==> config.mk <==
export PLATFORM = sky130hd
export DESIGN_NAME = store_buffer
export DESIGN_NICKNAME = d
export VERILOG_FILES = /design/src/rtl/store_buffer_pkg.sv /design/src/rtl/sb_fwd_merge.sv /design/src/rtl/store_buffer.sv
export SDC_FILE = /design/constraint.sdc
export NUM_CORES = 1
export LEC_CHECK = 0
export ABC_CLOCK_PERIOD_IN_PS = 6100
export CORE_MARGIN = 2
export CORE_UTILIZATION = 52
export CTS_CLUSTER_DIAMETER = 120
export CTS_CLUSTER_SIZE = 25
export DETAILED_ROUTE_END_ITERATION = 16
export PLACE_DENSITY = 0.92
export SLEW_MARGIN = 10
export SYNTH_ARGS = -nofsm -noshare
export SYNTH_HDL_FRONTEND = slang
export SYNTH_SLANG_ARGS = --single-unit
==> constraint.sdc <==
create_clock -name clk -period 6.1 [get_ports clk]
set_input_delay 1.22 -clock clk [delete_from_list [all_inputs] [get_ports clk]]
set_output_delay 1.22 -clock clk [all_outputs]
set_load 0.01 [all_outputs]
==> src/rtl/store_buffer_pkg.sv <==
`default_nettype none
// ============================================================================
// Module   : store_buffer_pkg
// Brief    : Shared types, constants and helpers for the posted-write store
//            buffer (entry layout, default depth, word-address slice).
// Revision : 1.0 - initial release
// ============================================================================
package store_buffer_pkg;

    localparam int SB_DEPTH_DEFAULT = 4;

    // Entries carry a fixed-width word address so the struct does not depend
    // on the top-level AW parameter; narrower addresses are zero-extended.
    localparam int SB_AW_MAX = 64;

    typedef struct packed {
        logic [SB_AW_MAX-1:0] waddr;
        logic [31:0]          data;
        logic [3:0]           be;
    } sb_entry_t;

    // Word-aligned form of a byte address (byte offset cleared).
    function automatic logic [SB_AW_MAX-1:0] sb_word_addr(input logic [SB_AW_MAX-1:0] a);
        return {a[SB_AW_MAX-1:2], 2'b00};
    endfunction

endpackage
`default_nettype wire

==> src/rtl/sb_fwd_merge.sv <==
`default_nettype none
// ============================================================================
// Module   : sb_fwd_merge
// Brief    : Per-lane store-to-load forwarding. Each byte lane takes the byte
//            from the youngest valid entry matching the load word address
//            with that lane enabled; unmatched lanes fall back to RAM data.
// Revision : 1.0 - initial release
// ============================================================================
module sb_fwd_merge
    import store_buffer_pkg::*;
#(
    parameter int DEPTH = SB_DEPTH_DEFAULT,
    parameter int PW    = $clog2(DEPTH),
    parameter int CW    = $clog2(DEPTH) + 1
) (
    input  logic                   i_rd,
    input  sb_entry_t [DEPTH-1:0]  i_entries,
    input  logic [PW-1:0]          i_rd_ptr,
    input  logic [CW-1:0]          i_count,
    input  logic [SB_AW_MAX-1:0]   i_waddr,
    input  logic [31:0]            i_mem_rdata,
    output logic [31:0]            o_rd_data
);

    logic [PW-1:0] w_idx;

    // Walk entries oldest to youngest so a younger match overwrites an older one.
    always_comb begin
        o_rd_data = i_mem_rdata;
        w_idx     = '0;
        for (int k = 0; k < DEPTH; k++) begin
            w_idx = i_rd_ptr + PW'(k);
            if (i_rd && (CW'(k) < i_count) && (i_entries[w_idx].waddr == i_waddr)) begin
                for (int l = 0; l < 4; l++) begin
                    if (i_entries[w_idx].be[l]) begin
                        o_rd_data[l*8 +: 8] = i_entries[w_idx].data[l*8 +: 8];
                    end
                end
            end
        end
    end

endmodule
`default_nettype wire

==> src/rtl/store_buffer.sv <==
`default_nettype none
// ============================================================================
// Module   : store_buffer
// Brief    : Posted-write store buffer between the MEM stage and a single-port
//            data RAM. Single-cycle store accept, FIFO drain under valid/ready,
//            coherent loads, full drain on fence.
//            Build option STORE_BUFFER_FWD_EN: byte-wise forwarding from
//            pending stores; without it, loads hitting a pending word stall.
// Revision : 1.0 - initial release
// ============================================================================
module store_buffer
    import store_buffer_pkg::*;
#(
    parameter int DEPTH = SB_DEPTH_DEFAULT,
    parameter int AW    = 32
) (
    input  logic          clk,
    input  logic          reset,
    input  logic          MemWriteM,
    input  logic          MemReadM,
    input  logic [AW-1:0] ALUResultM,
    input  logic [31:0]   WriteDataM,
    input  logic [3:0]    byteEnable,
    input  logic          drain_req,
    output logic [31:0]   RD_data,
    output logic          sb_stall,
    output logic          sb_empty,
    output logic          mem_wvalid,
    input  logic          mem_wready,
    output logic [AW-1:0] mem_waddr,
    output logic [31:0]   mem_wdata,
    output logic [3:0]    mem_wbe,
    output logic [AW-1:0] mem_raddr,
    input  logic [31:0]   mem_rdata
);

    localparam int PW = $clog2(DEPTH);
    localparam int CW = PW + 1;

    sb_entry_t [DEPTH-1:0] r_mem;
    logic [PW-1:0]         r_wr_ptr;
    logic [PW-1:0]         r_rd_ptr;
    logic [CW-1:0]         r_count;

    logic                  w_full;
    logic                  w_empty;
    logic                  w_push;
    logic                  w_pop;
    logic                  w_load_stall;
    logic [SB_AW_MAX-1:0]  w_ld_waddr;
    sb_entry_t             w_new;
    sb_entry_t             w_head;

    assign w_full     = (r_count == CW'(DEPTH));
    assign w_empty    = (r_count == '0);
    assign w_ld_waddr = sb_word_addr(SB_AW_MAX'(ALUResultM));

    // Full blocks a store regardless of a same-cycle pop, so stall never
    // depends on mem_wready.
    assign sb_stall = (MemWriteM & w_full) | (drain_req & ~w_empty) | w_load_stall;
    assign w_push   = MemWriteM & ~sb_stall;
    assign w_pop    = ~w_empty & mem_wready;

    assign w_new.waddr = w_ld_waddr;
    assign w_new.data  = WriteDataM;
    assign w_new.be    = byteEnable;

    assign w_head     = r_mem[r_rd_ptr];
    assign sb_empty   = w_empty;
    assign mem_wvalid = ~w_empty;
    assign mem_waddr  = AW'(w_head.waddr);
    assign mem_wdata  = w_head.data;
    assign mem_wbe    = w_head.be;
    assign mem_raddr  = {ALUResultM[AW-1:2], 2'b00};

`ifdef STORE_BUFFER_FWD_EN
    assign w_load_stall = 1'b0;

    sb_fwd_merge #(
        .DEPTH (DEPTH),
        .PW    (PW),
        .CW    (CW)
    ) u_fwd_merge (
        .i_rd        (MemReadM),
        .i_entries   (r_mem),
        .i_rd_ptr    (r_rd_ptr),
        .i_count     (r_count),
        .i_waddr     (w_ld_waddr),
        .i_mem_rdata (mem_rdata),
        .o_rd_data   (RD_data)
    );
`else
    logic [PW-1:0] w_off;

    // A load stalls while any live entry targets the same word.
    always_comb begin
        w_load_stall = 1'b0;
        w_off        = '0;
        for (int i = 0; i < DEPTH; i++) begin
            w_off = PW'(i) - r_rd_ptr;
            if ((CW'(w_off) < r_count) && (r_mem[i].waddr == w_ld_waddr)) begin
                w_load_stall = MemReadM;
            end
        end
    end

    assign RD_data = mem_rdata;
`endif

    // Entry storage; validity is tracked by pointers and count, not here.
    always_ff @(posedge clk) begin
        if (w_push) begin
            r_mem[r_wr_ptr] <= w_new;
        end
    end

    // Pointer and occupancy bookkeeping; reset discards pending stores.
    always_ff @(posedge clk or posedge reset) begin
        if (reset) begin
            r_wr_ptr <= '0;
            r_rd_ptr <= '0;
            r_count  <= '0;
        end else begin
            if (w_push) begin
                r_wr_ptr <= r_wr_ptr + 1'b1;
            end
            if (w_pop) begin
                r_rd_ptr <= r_rd_ptr + 1'b1;
            end
            case ({w_push, w_pop})
                2'b10:   r_count <= r_count + 1'b1;
                2'b01:   r_count <= r_count - 1'b1;
                default: r_count <= r_count;
            endcase
        end
    end

endmodule
`default_nettype wire

==> impl_metrics.csv <==
group,metric,value,unit
outcome,run_status,"finished, final reports clean",
place,dp_cells,1038,
clock_network,h-tree-depth,1,
global_routing,grt_usage,20.6,%
yosys,ys_ff_latch,271,
place,port_buffers,170,
routing,drtPass1Iterations,5,
run,cap_violations,0,
routing,vias,6093,
clock_network,clock_path_buffers,3,
timing,worst_slack,0.625,ns
routing,drt_wl_total,24900,um
floorplan,initial_core_util,53.1,%
yosys,ys_warn_count,0,
clock_network,cts_tree,"yes",
routing,ant_nets,0,
clock_network,ctsHoldBuffers,0,
yosys,ys_top_cells_by_area,"edfxtp_1, mux4_2, xor2_1",
place,place_congestion,0.809,
clock_network,cts-root-buf,"clkbuf_16",
clock_network,cts.sinks,271,
clock_network,cts_buffers,14,
timing,fin_tns_setup,0,ns
timing,final.period_utilization,89.8,%
critical_path,end_kind,"primary output",
critical_path,path_max_fanout,9,
yosys,avgSynthCellArea,18.4,um^2
yosys,yosysUniqueCellTypes,36,
timing,finalSetupViolCount,0,
cells_and_area,drive_gt1_share,14.0,%
timing,worst_pin_slew,0.881,ns
clock_network,clkTransAtPathRegs,0.10,ns
timing,skew,0.0138,ns
pwr,finalPower,5.60,mW
floorplan,ios,241,
pwr,peakVddDrop,0.000265,V
critical_path,cp_data_arrival_time,4.26,ns
critical_path,crit_required,4.88,ns
global_routing,grt_antenna_before_repair,0,
timing,slew_violations,0,
critical_path,r2r_start,"r_rd_ptr[0]",
clock_network,cts_resized,0,
timing,max-slew-margin-rel,41.2,%
floorplan,core_area,0.0226,mm^2
yosys,syn_inst,653,
critical_path,regToRegEndpoint,"r_count[2]",
floorplan,rows,55,
routing,drc,0,
place,dpl_worst_slack,0.682,ns
min_path,hold_end,"r_wr_ptr[1]",
cells_and_area,n_antenna_cell,0,
timing,max_freq,0.183,GHz
routing,via_per_inst,5.76,
critical_path,setup.worst_path.start_class,"primary input",
floorplan,die_h,156,um
cells_and_area,areaGrowthSynthToFinish,17.3,%
yosys,synthesis.area,0.0120,mm^2
min_path,hold_depth,2,
yosys,seq_area_frac_synth,67.4,%
min_path,hp-start,"r_wr_ptr[1]",
critical_path,critPathKind,"in -> out",
timing,post-route-min-period,5.48,ns
critical_path,r2r_cells,15,
timing,whs,0.636,ns
clock_network,cts_setup_buffers,0,
global_routing,grt_max_degree,67,
cells_and_area,stdcell_count,1058,
routing,wl_per_cell,23.6,um
global_routing,grt_pass1_wl,37700,um
clock_network,clk_latency,0.49,ns
global_routing,grt.overflow.total,0,
floorplan,die_area,0.0244,mm^2
yosys,synth_top_area_cell,"edfxtp_1",
place,hpwl,16100,um
cells_and_area,fillCellCount,1571,
floorplan,die_w,156,um
timing,rsz0062_at_grt,"false",
timing,hold_viol_final,0,
pwr,p_leak,4.61,nW
min_path,hold_class,"reg -> reg",
routing,drtIter0Drc,473,
pwr,p_per_area,397,mW/mm^2
global_routing,grt_pass1_vias,6475,
critical_path,r2r_slack,2.27,ns
cells_and_area,fin_nets,885,
yosys,synth_top_area_share,65.9,%
-- layout make-up --
cell class,count,area (um^2),area share [%]
flip-flops and latches,271,8110,57.5
repair buffers,183,1850,13.1
clock buffers,20,415,2.94
multi-input cells,279,3300,23.4
inverters,20,75.1,0.532
well taps,285,357,2.53
-- synthesized netlist by cell type --
cell       count
a2111oi_2      4
a211oi_2       4
a21o_1         1
a21oi_1        5
and2_1         3
buf_1          2
buf_2          8
buf_4         66
buf_6          1
clkbuf_1       9
conb_1         1
dfrtp_1        7
edfxtp_1     264
fa_1           1
ha_1           9
inv_1         20
mux2i_1        1
mux4_2        66
nand2_1        3
nand3_1        3
nand3_2        1
nand4_1        4
nor2_1         2
nor3_1         5
nor3b_1        1
nor4_1        24
o2111ai_1      4
o211ai_1       1
o21ai_0        1
o2bb2ai_2      1
o311ai_2       1
o41ai_1        2
or3_1          1
or4_1          1
xnor2_1       15
xor2_1       111
-- stage by stage --
stage	util (%)	instance area (um^2)
after floorplan	-	12000
after global placement	60.5	13700
after detailed placement	60.5	13700
after CTS	62.3	14100
after global routing	62.3	14100
final	62.3	14100
-- flip-flops by register name, indices dropped and copies added (netlist names) --
signal,flops
r_wr_ptr,2
r_rd_ptr,2
r_mem,264
r_count,3
-- metal layers --
metal  GRT usage, %  share of wire, %  up-vias
met3           3.69               7.9       48
met1           28.8                41     3090
met5              0                 0        -
li1               -                 -     2698
met4           6.68               2.9        0
met2           33.4                49      257
-- how the worst max path moves through the flow --
stage | startpoint | endpoint | cells past startpoint
floorplan | r_rd_ptr[0] | r_mem[0] | 12
global placement | ALUResultM[27] | sb_stall | 8
detailed placement | ALUResultM[27] | sb_stall | 8
CTS | ALUResultM[27] | sb_stall | 8
global route | ALUResultM[31] | sb_stall | 8
finish | ALUResultM[31] | sb_stall | 8
-- cell usage in the layout (no fill, tap or decap), types with 5 or more instances in the layout --
| cell type | Yosys | final |
|---|---|---|
| xor2_1 | 111 | 111 |
| mux4_2 | 66 | 66 |
| nor3_1 | 5 | 5 |
| buf_4 | 66 | 9 |
| edfxtp_1 | 264 | 264 |
| a21oi_1 | 5 | 5 |
| nor4_1 | 24 | 24 |
| xnor2_1 | 15 | 15 |
| inv_1 | 20 | 20 |
| ha_1 | 9 | 9 |
| clkdlybuf4s50_1 | 0 | 170 |
| clkbuf_16 | 0 | 16 |
| dfrtp_1 | 7 | 5 |
-- kinds of logic (layout without fill, tap and decap cells) --
| logic type | Yosys count | count (layout) | synth area share [%] |
|---|---|---|---|
| AOI/OAI and AO/OA | 24 | 24 | 1.99 |
| xor gates and xnor gates | 126 | 126 | 9.18 |
| adders and majority gates | 10 | 10 | 1.10 |
| buffers and inverters | 106 | 223 | 5.51 |
| DFF | 271 | 271 | 67.4 |
| muxes | 67 | 67 | 12.4 |
| other | 1 | 4 | 0.0312 |
| and+or+nand+nor | 48 | 48 | 2.36 |
-- critical path, stage by stage --
cell and delay (ns):
clkdlybuf4s50_1 0.64, xor2_1 0.26, nor4_1 0.65, nand3_2 0.16, a2111oi_2 0.41, or4_1 0.25
o2bb2ai_2 0.11, clkdlybuf4s50_1 0.54
-- power by group --
part / internal (mW) / total [mW] / leakage [nW] / switching [mW]
logic: 1.11 / 2.05 / 1.93 / 0.940
clock network: 0.479 / 1.03 / 0.202 / 0.547
registers: 2.33 / 2.53 / 2.48 / 0.205
Power figures use the tool's default switching activity.
